`src/rtl/uart_rx_fifo_pkg.sv`:
```
// Shared defaults for the UART receive/transmit buffering.
// Any receiver or transmitter instance should take its widths from here.
package uart_rx_fifo_pkg;

  localparam int UART_DBITS      = 8;
  localparam int UART_FIFO_DEPTH = 16;
  localparam int UART_FIFO_AW    = 4;

endpackage

```
`src/rtl/uart_rx_fifo_sync_edge_det.sv`:
```
// Two-flop synchroniser followed by a rising-edge detector, in the PCLK domain.
// Shared by the receive and transmit paths.
module sync_edge_det (
  input  logic PCLK,
  input  logic PRESETn,
  input  logic async_in,
  output logic rise
);

  logic       sync1_q, sync1_d;
  logic       sync2_q, sync2_d;
  logic       prev_q, prev_d;
  logic [2:0] live_q, live_d;

  // live_q fills with ones after reset; prev_q is trusted only once it holds a real
  // sample, so an input already high at reset release never produces a rise.
  always_comb begin
    sync1_d = async_in;
    sync2_d = sync1_q;
    prev_d  = sync2_q;
    live_d  = {live_q[1:0], 1'b1};
  end

  always_ff @(posedge PCLK or negedge PRESETn) begin
    if (!PRESETn) begin
      sync1_q <= 1'b0;
      sync2_q <= 1'b0;
      prev_q  <= 1'b0;
      live_q  <= 3'b000;
    end else begin
      sync1_q <= sync1_d;
      sync2_q <= sync2_d;
      prev_q  <= prev_d;
      live_q  <= live_d;
    end
  end

  assign rise = sync2_q && !prev_q && live_q[2];

endmodule

```
`src/rtl/uart_rx_fifo.sv`:
```
// Receive buffer behind the UART receiver: captures each completed frame into a
// synchronous FIFO and serves bytes through a registered rd_en/rd_valid port.
module uart_rx_fifo
  import uart_rx_fifo_pkg::*;
#(
  parameter int DBITS  = UART_DBITS,
  parameter int DEPTH  = UART_FIFO_DEPTH,
  parameter int ADDR_W = UART_FIFO_AW
) (
  input  logic              PCLK,
  input  logic              PRESETn,
  input  logic              rx_done,
  input  logic [DBITS-1:0]  rx_dout,
  input  logic              rd_en,
  output logic [DBITS-1:0]  rd_data,
  output logic              rd_valid,
  output logic              empty,
  output logic              full,
  output logic [ADDR_W:0]   count,
  output logic              overrun,
  input  logic              ovr_clr
);

  localparam int PW = ADDR_W + 1;

  logic             push;
  logic             pop;
  logic             wr_en;
  logic             ovr_set;
  logic             empty_w;
  logic             full_w;

  logic [PW-1:0]    wr_ptr_q, wr_ptr_d;
  logic [PW-1:0]    rd_ptr_q, rd_ptr_d;
  logic [DBITS-1:0] rd_data_q, rd_data_d;
  logic             rd_valid_q, rd_valid_d;
  logic             overrun_q, overrun_d;

  logic [DBITS-1:0] mem_q [DEPTH];

  sync_edge_det u_sync_edge_det (
    .PCLK     (PCLK),
    .PRESETn  (PRESETn),
    .async_in (rx_done),
    .rise     (push)
  );

  assign empty_w = (wr_ptr_q == rd_ptr_q);
  assign full_w  = (wr_ptr_q[ADDR_W] != rd_ptr_q[ADDR_W]) &&
                   (wr_ptr_q[ADDR_W-1:0] == rd_ptr_q[ADDR_W-1:0]);

  assign pop     = rd_en && !empty_w;
  // A pop in the same cycle frees the slot, so a push into a full FIFO still lands.
  assign wr_en   = push && (!full_w || pop);
  assign ovr_set = push && full_w && !pop;

  always_comb begin
    wr_ptr_d   = wr_ptr_q;
    rd_ptr_d   = rd_ptr_q;
    rd_data_d  = rd_data_q;
    rd_valid_d = 1'b0;
    overrun_d  = overrun_q;

    if (wr_en) begin
      wr_ptr_d = wr_ptr_q + PW'(1);
    end

    if (pop) begin
      rd_ptr_d   = rd_ptr_q + PW'(1);
      rd_data_d  = mem_q[rd_ptr_q[ADDR_W-1:0]];
      rd_valid_d = 1'b1;
    end

    if (ovr_set) begin
      overrun_d = 1'b1;
    end else if (ovr_clr) begin
      overrun_d = 1'b0;
    end
  end

  always_ff @(posedge PCLK or negedge PRESETn) begin
    if (!PRESETn) begin
      wr_ptr_q   <= '0;
      rd_ptr_q   <= '0;
      rd_data_q  <= '0;
      rd_valid_q <= 1'b0;
      overrun_q  <= 1'b0;
    end else begin
      wr_ptr_q   <= wr_ptr_d;
      rd_ptr_q   <= rd_ptr_d;
      rd_data_q  <= rd_data_d;
      rd_valid_q <= rd_valid_d;
      overrun_q  <= overrun_d;
    end
  end

  // Storage is deliberately left unreset; the pointers alone define what is valid.
  always_ff @(posedge PCLK) begin
    if (wr_en) begin
      mem_q[wr_ptr_q[ADDR_W-1:0]] <= rx_dout;
    end
  end

  assign rd_data  = rd_data_q;
  assign rd_valid = rd_valid_q;
  assign empty    = empty_w;
  assign full     = full_w;
  assign count    = wr_ptr_q - rd_ptr_q;
  assign overrun  = overrun_q;

endmodule

```
`config.mk`:
```
export PLATFORM = sky130hd
export DESIGN_NAME = uart_rx_fifo
export DESIGN_NICKNAME = d
export VERILOG_FILES = /design/src/rtl/uart_rx_fifo_pkg.sv /design/src/rtl/uart_rx_fifo_sync_edge_det.sv /design/src/rtl/uart_rx_fifo.sv
export SDC_FILE = /design/constraint.sdc
export NUM_CORES = 1
export LEC_CHECK = 0
export BUFFER_PORTS_ARGS = -buffer_cell sky130_fd_sc_hd__buf_4
export CORE_MARGIN = 2
export CORE_UTILIZATION = 40
export DETAILED_ROUTE_END_ITERATION = 10
export PLACE_DENSITY = 0.57
export SLEW_MARGIN = 20
export SYNTH_ARGS = -nofsm -noshare
export SYNTH_HDL_FRONTEND = slang
export SYNTH_HIERARCHICAL = 1
export SYNTH_SLANG_ARGS = --single-unit
```
`constraint.sdc`:
```
create_clock -name PCLK -period 5.5 [get_ports PCLK]
set_clock_uncertainty 0.2 [all_clocks]
set_input_delay 0 -clock PCLK [delete_from_list [all_inputs] [get_ports PCLK]]
set_output_delay 0 -clock PCLK [all_outputs]
set_load 0.02 [all_outputs]
```
==> flow_metrics.env <==
export IMPL_outcome="finished clean"
export IMPL_htreeDepth=4
export IMPL_rsz0062_at_grt="false"
export IMPL_synth_compound_area_share_pct=5.141
export IMPL_ys_async_sr_fraction_pct=16.88
export IMPL_first_iter_violations=211
export IMPL_slew_headroom_pct=25.48
export IMPL_synth_cell_type_count=38
export IMPL_yosys_area_top_type="edfxtp_1"
export IMPL_syn_area_sq_um=6157
export IMPL_cap_violations=0
export IMPL_dpl_hpwl_um=8091
export IMPL_seq_area_frac_synth_pct=72.99
export IMPL_synth_edf_count=128
export IMPL_worst_pin_slew_ps=1109
export IMPL_slew_violations=0
export IMPL_cp_arrival_ps=3620
export IMPL_drcViolationCount=0
export IMPL_grt_ovfl_total=0
export IMPL_hp_class="in2reg"
export IMPL_grt_pass1_vias=3266
export IMPL_synth_top_area_share_pct=62.43
export IMPL_crit_chain="buf_4 > inv_1 > ha_1 > nand4_1 > o31a_1 > nand2_1 > nor3_1"
export IMPL_ant_nets=0
export IMPL_synth_cells=366
export IMPL_drt_pass1_iterations=4
export IMPL_fmax_mhz=264.2
export IMPL_root_buffer="clkbuf_16"
export IMPL_wl_per_cell_um=20.48
export IMPL_power_internal_mw=2.721
export IMPL_post_route_period_util_pct=68.83
export IMPL_worstRegToRegCells=7
export IMPL_tritoncts="yes"
export IMPL_n_antenna_cell=0
export IMPL_vdd_drop_max_uv=256.7
export IMPL_yosysWarningCount=6
export IMPL_seqPwrFrac_pct=38.4
export IMPL_start_util_pct=40.65
export IMPL_cp_max_fo=45
export IMPL_multi_input_area_sq_um=1505
export IMPL_p_sw_mw=1.275
export IMPL_ios=30
export IMPL_synth_ff_type="edfxtp_1"
export IMPL_numPortBuffers=29
export IMPL_clk_pin_slew_ps=60
export IMPL_min_path_cells=2
export IMPL_yosys_area_share_adder_pct=2.154
export IMPL_end_kind="register"
export IMPL_comb_power_share_pct=28.7
export IMPL_area_growth_syn_to_layout_pct=19.00
export IMPL_drive_gt1_share_pct=17.65
export IMPL_switching_share_pct=31.90
export IMPL_criticalPathCategory="reg2reg"
export IMPL_syn_avg_cell_area_sq_um=16.82
export IMPL_clock_path_buffers=2
export IMPL_synthSimpleGateAreaFrac_pct=4.511
export IMPL_ys_seq_elements=154
export IMPL_worst_endpoint_required_ps=5340
export IMPL_fin_crit_ps=3786
export IMPL_fin_setup_tns_ps=0
export IMPL_yosys_top_cells_area="edfxtp_1, dfrtp_1, mux2i_1"
export IMPL_synth_top_family_by_area="multiplexers"
export IMPL_die_h_um=128.1
export IMPL_routabilityCongestion=0.7774
export IMPL_core_area_sq_um=15150
export IMPL_cts_buffers=17
export IMPL_fin_nets=435
export IMPL_grt_pass1_wl_um=19350
export IMPL_track_usage_pct=16.67
export IMPL_die_w_um=128.1
export IMPL_hold_viol=0
export IMPL_layout_commonest_cell="edfxtp_1"
export IMPL_layout_common_cells="edfxtp_1, mux2i_1, buf_4"
export IMPL_p_clk_share_pct=32.9
export IMPL_cts_sinks=154
export IMPL_viasPerCell=5.173
export IMPL_leakage_nw=2.631
export IMPL_power_mw=3.996
export IMPL_critPathSlowestCell="nor3_1"
export IMPL_dieArea_sq_um=16400
export IMPL_startpoint_type="register"
export IMPL_seq_area_sq_um=4497
export IMPL_grt_max_degree=46
export IMPL_insertion_delay_ps=430
export IMPL_vias=3171
export IMPL_synth_xor_area_share_pct=1.849
export IMPL_antenna_found_initial=0
export IMPL_fillers=1244
export IMPL_powerDensity_nw_per_um2=545.4
export IMPL_drt_wl_total_um=12560
export IMPL_syn_num_nets=389
export IMPL_critical_path_max_stage_delay_ps=900
export IMPL_fp_row_count=45
export IMPL_setup_viol=0
export IMPL_muxShareOfSynthArea_pct=10.73
[cells by family after synthesis]
family | count (synthesis)
other cells | 1
buf+inv | 27
fa+ha+maj | 10
simple gates | 56
mux | 56
xor+xnor | 13
compound gates | 49
flops | 154
[power groups by stage]
stage / clock network (mW) / registers, mW / logic, mW
floorplan: 0 / 1.47 / 0.877
global placement: 0 / 1.55 / 1.13
detailed placement: 0 / 1.56 / 1.15
CTS: 1.34 / 1.54 / 1.16
global route: 1.38 / 1.55 / 1.25
finish: 1.31 / 1.53 / 1.15
[per-layer routing]
layer  GRT usage, %  wire (um)  vias to the layer above
li1               -          -                     1501
met1          23.58       5868                     1565
met2          24.79       5806                       99
met3          4.758        779                        6
met4          5.947        102                        0
met5              0          0                        -
[final timing paths]
| path | startpoint | to | slack (ps) |
|---|---|---|---|
| max in group asynchronous | PRESETn | rd_ptr_q[0] | 4560 |
| min reg2reg | u_sync_edge_det/sync1_q | u_sync_edge_det/prev_d | 150 |
| max reg2reg | rd_ptr_q[1] | mem_q[2][5] | 1710 |
| max | rd_ptr_q[1] | mem_q[2][5] | 1710 |
| min | rx_done | u_sync_edge_det/sync1_q | 30 |
| min in group asynchronous | PRESETn | rd_data[3] | 370 |
[synthesized netlist by cell type (3+ instances only)]
cell type and instances:
buf_4 3, xnor2_1 10, nor3_1 4, mux2i_1 48, xor2_1 3, ha_1 9, inv_1 9, dfrtp_1 26
nand2_1 7, clkbuf_1 3, edfxtp_1 128, o22ai_1 16, buf_2 6, a31oi_1 8, o21ai_1 10, buf_6 5
mux4_2 8, nor2_1 29, nand4_1 4, a221oi_1 8
[repair_timing]
item,in CTS,in global routing
hold buffers,15,0
resized for setup,0,0
setup buffers,0,0
setup endpoints to repair,0,0
hold endpoints to repair,158,0
[metrics by stage]
stage / setup slack [ps] / hold slack [ps] / utilization [%] / instance area (sq um) / cells
final: 1714 / 34.94 / 48.38 / 7327 / 613
after global routing: 1433 / 38.56 / 48.38 / 7327 / 613
after CTS: 1657 / 23.87 / 48.38 / 7327 / 613
after detailed placement: 1687 / -267.6 / 42.89 / 6496 / 566
after global placement: 1774 / -273.8 / 42.89 / 6496 / 566
after floorplan: 2632 / -495.6 / - / 6157 / 366
[critical path, delay by kind of cell, from the launching register on]
kind / cells / cell delay (ps)
compound gates: 1 / 400
fa+ha+maj: 1 / 340
buf+inv: 2 / 770
flops: 1 / 350
simple gates: 3 / 1330
[state kept, by name, summed over array words and instances, names as in the netlist]
register,count
rd_valid,1
rd_data,8
rd_ptr_q,5
u_sync_edge_det/live_q,3
u_sync_edge_det/prev_d,1
wr_ptr_q,5
u_sync_edge_det/prev_q,1
overrun,1
u_sync_edge_det/sync1_q,1
mem_q,128
[area by class of cell]
cell class / instances / area share, %
repair buffers: 45 / 5.260
inverters: 9 / 0.4611
clock buffers: 17 / 5.806
well taps: 188 / 3.210
multi-input cells: 185 / 20.54
flip-flops and latches: 154 / 61.37
clock inverters: 15 / 3.347
No activity file was read; power rests on OpenSTA's default activity.
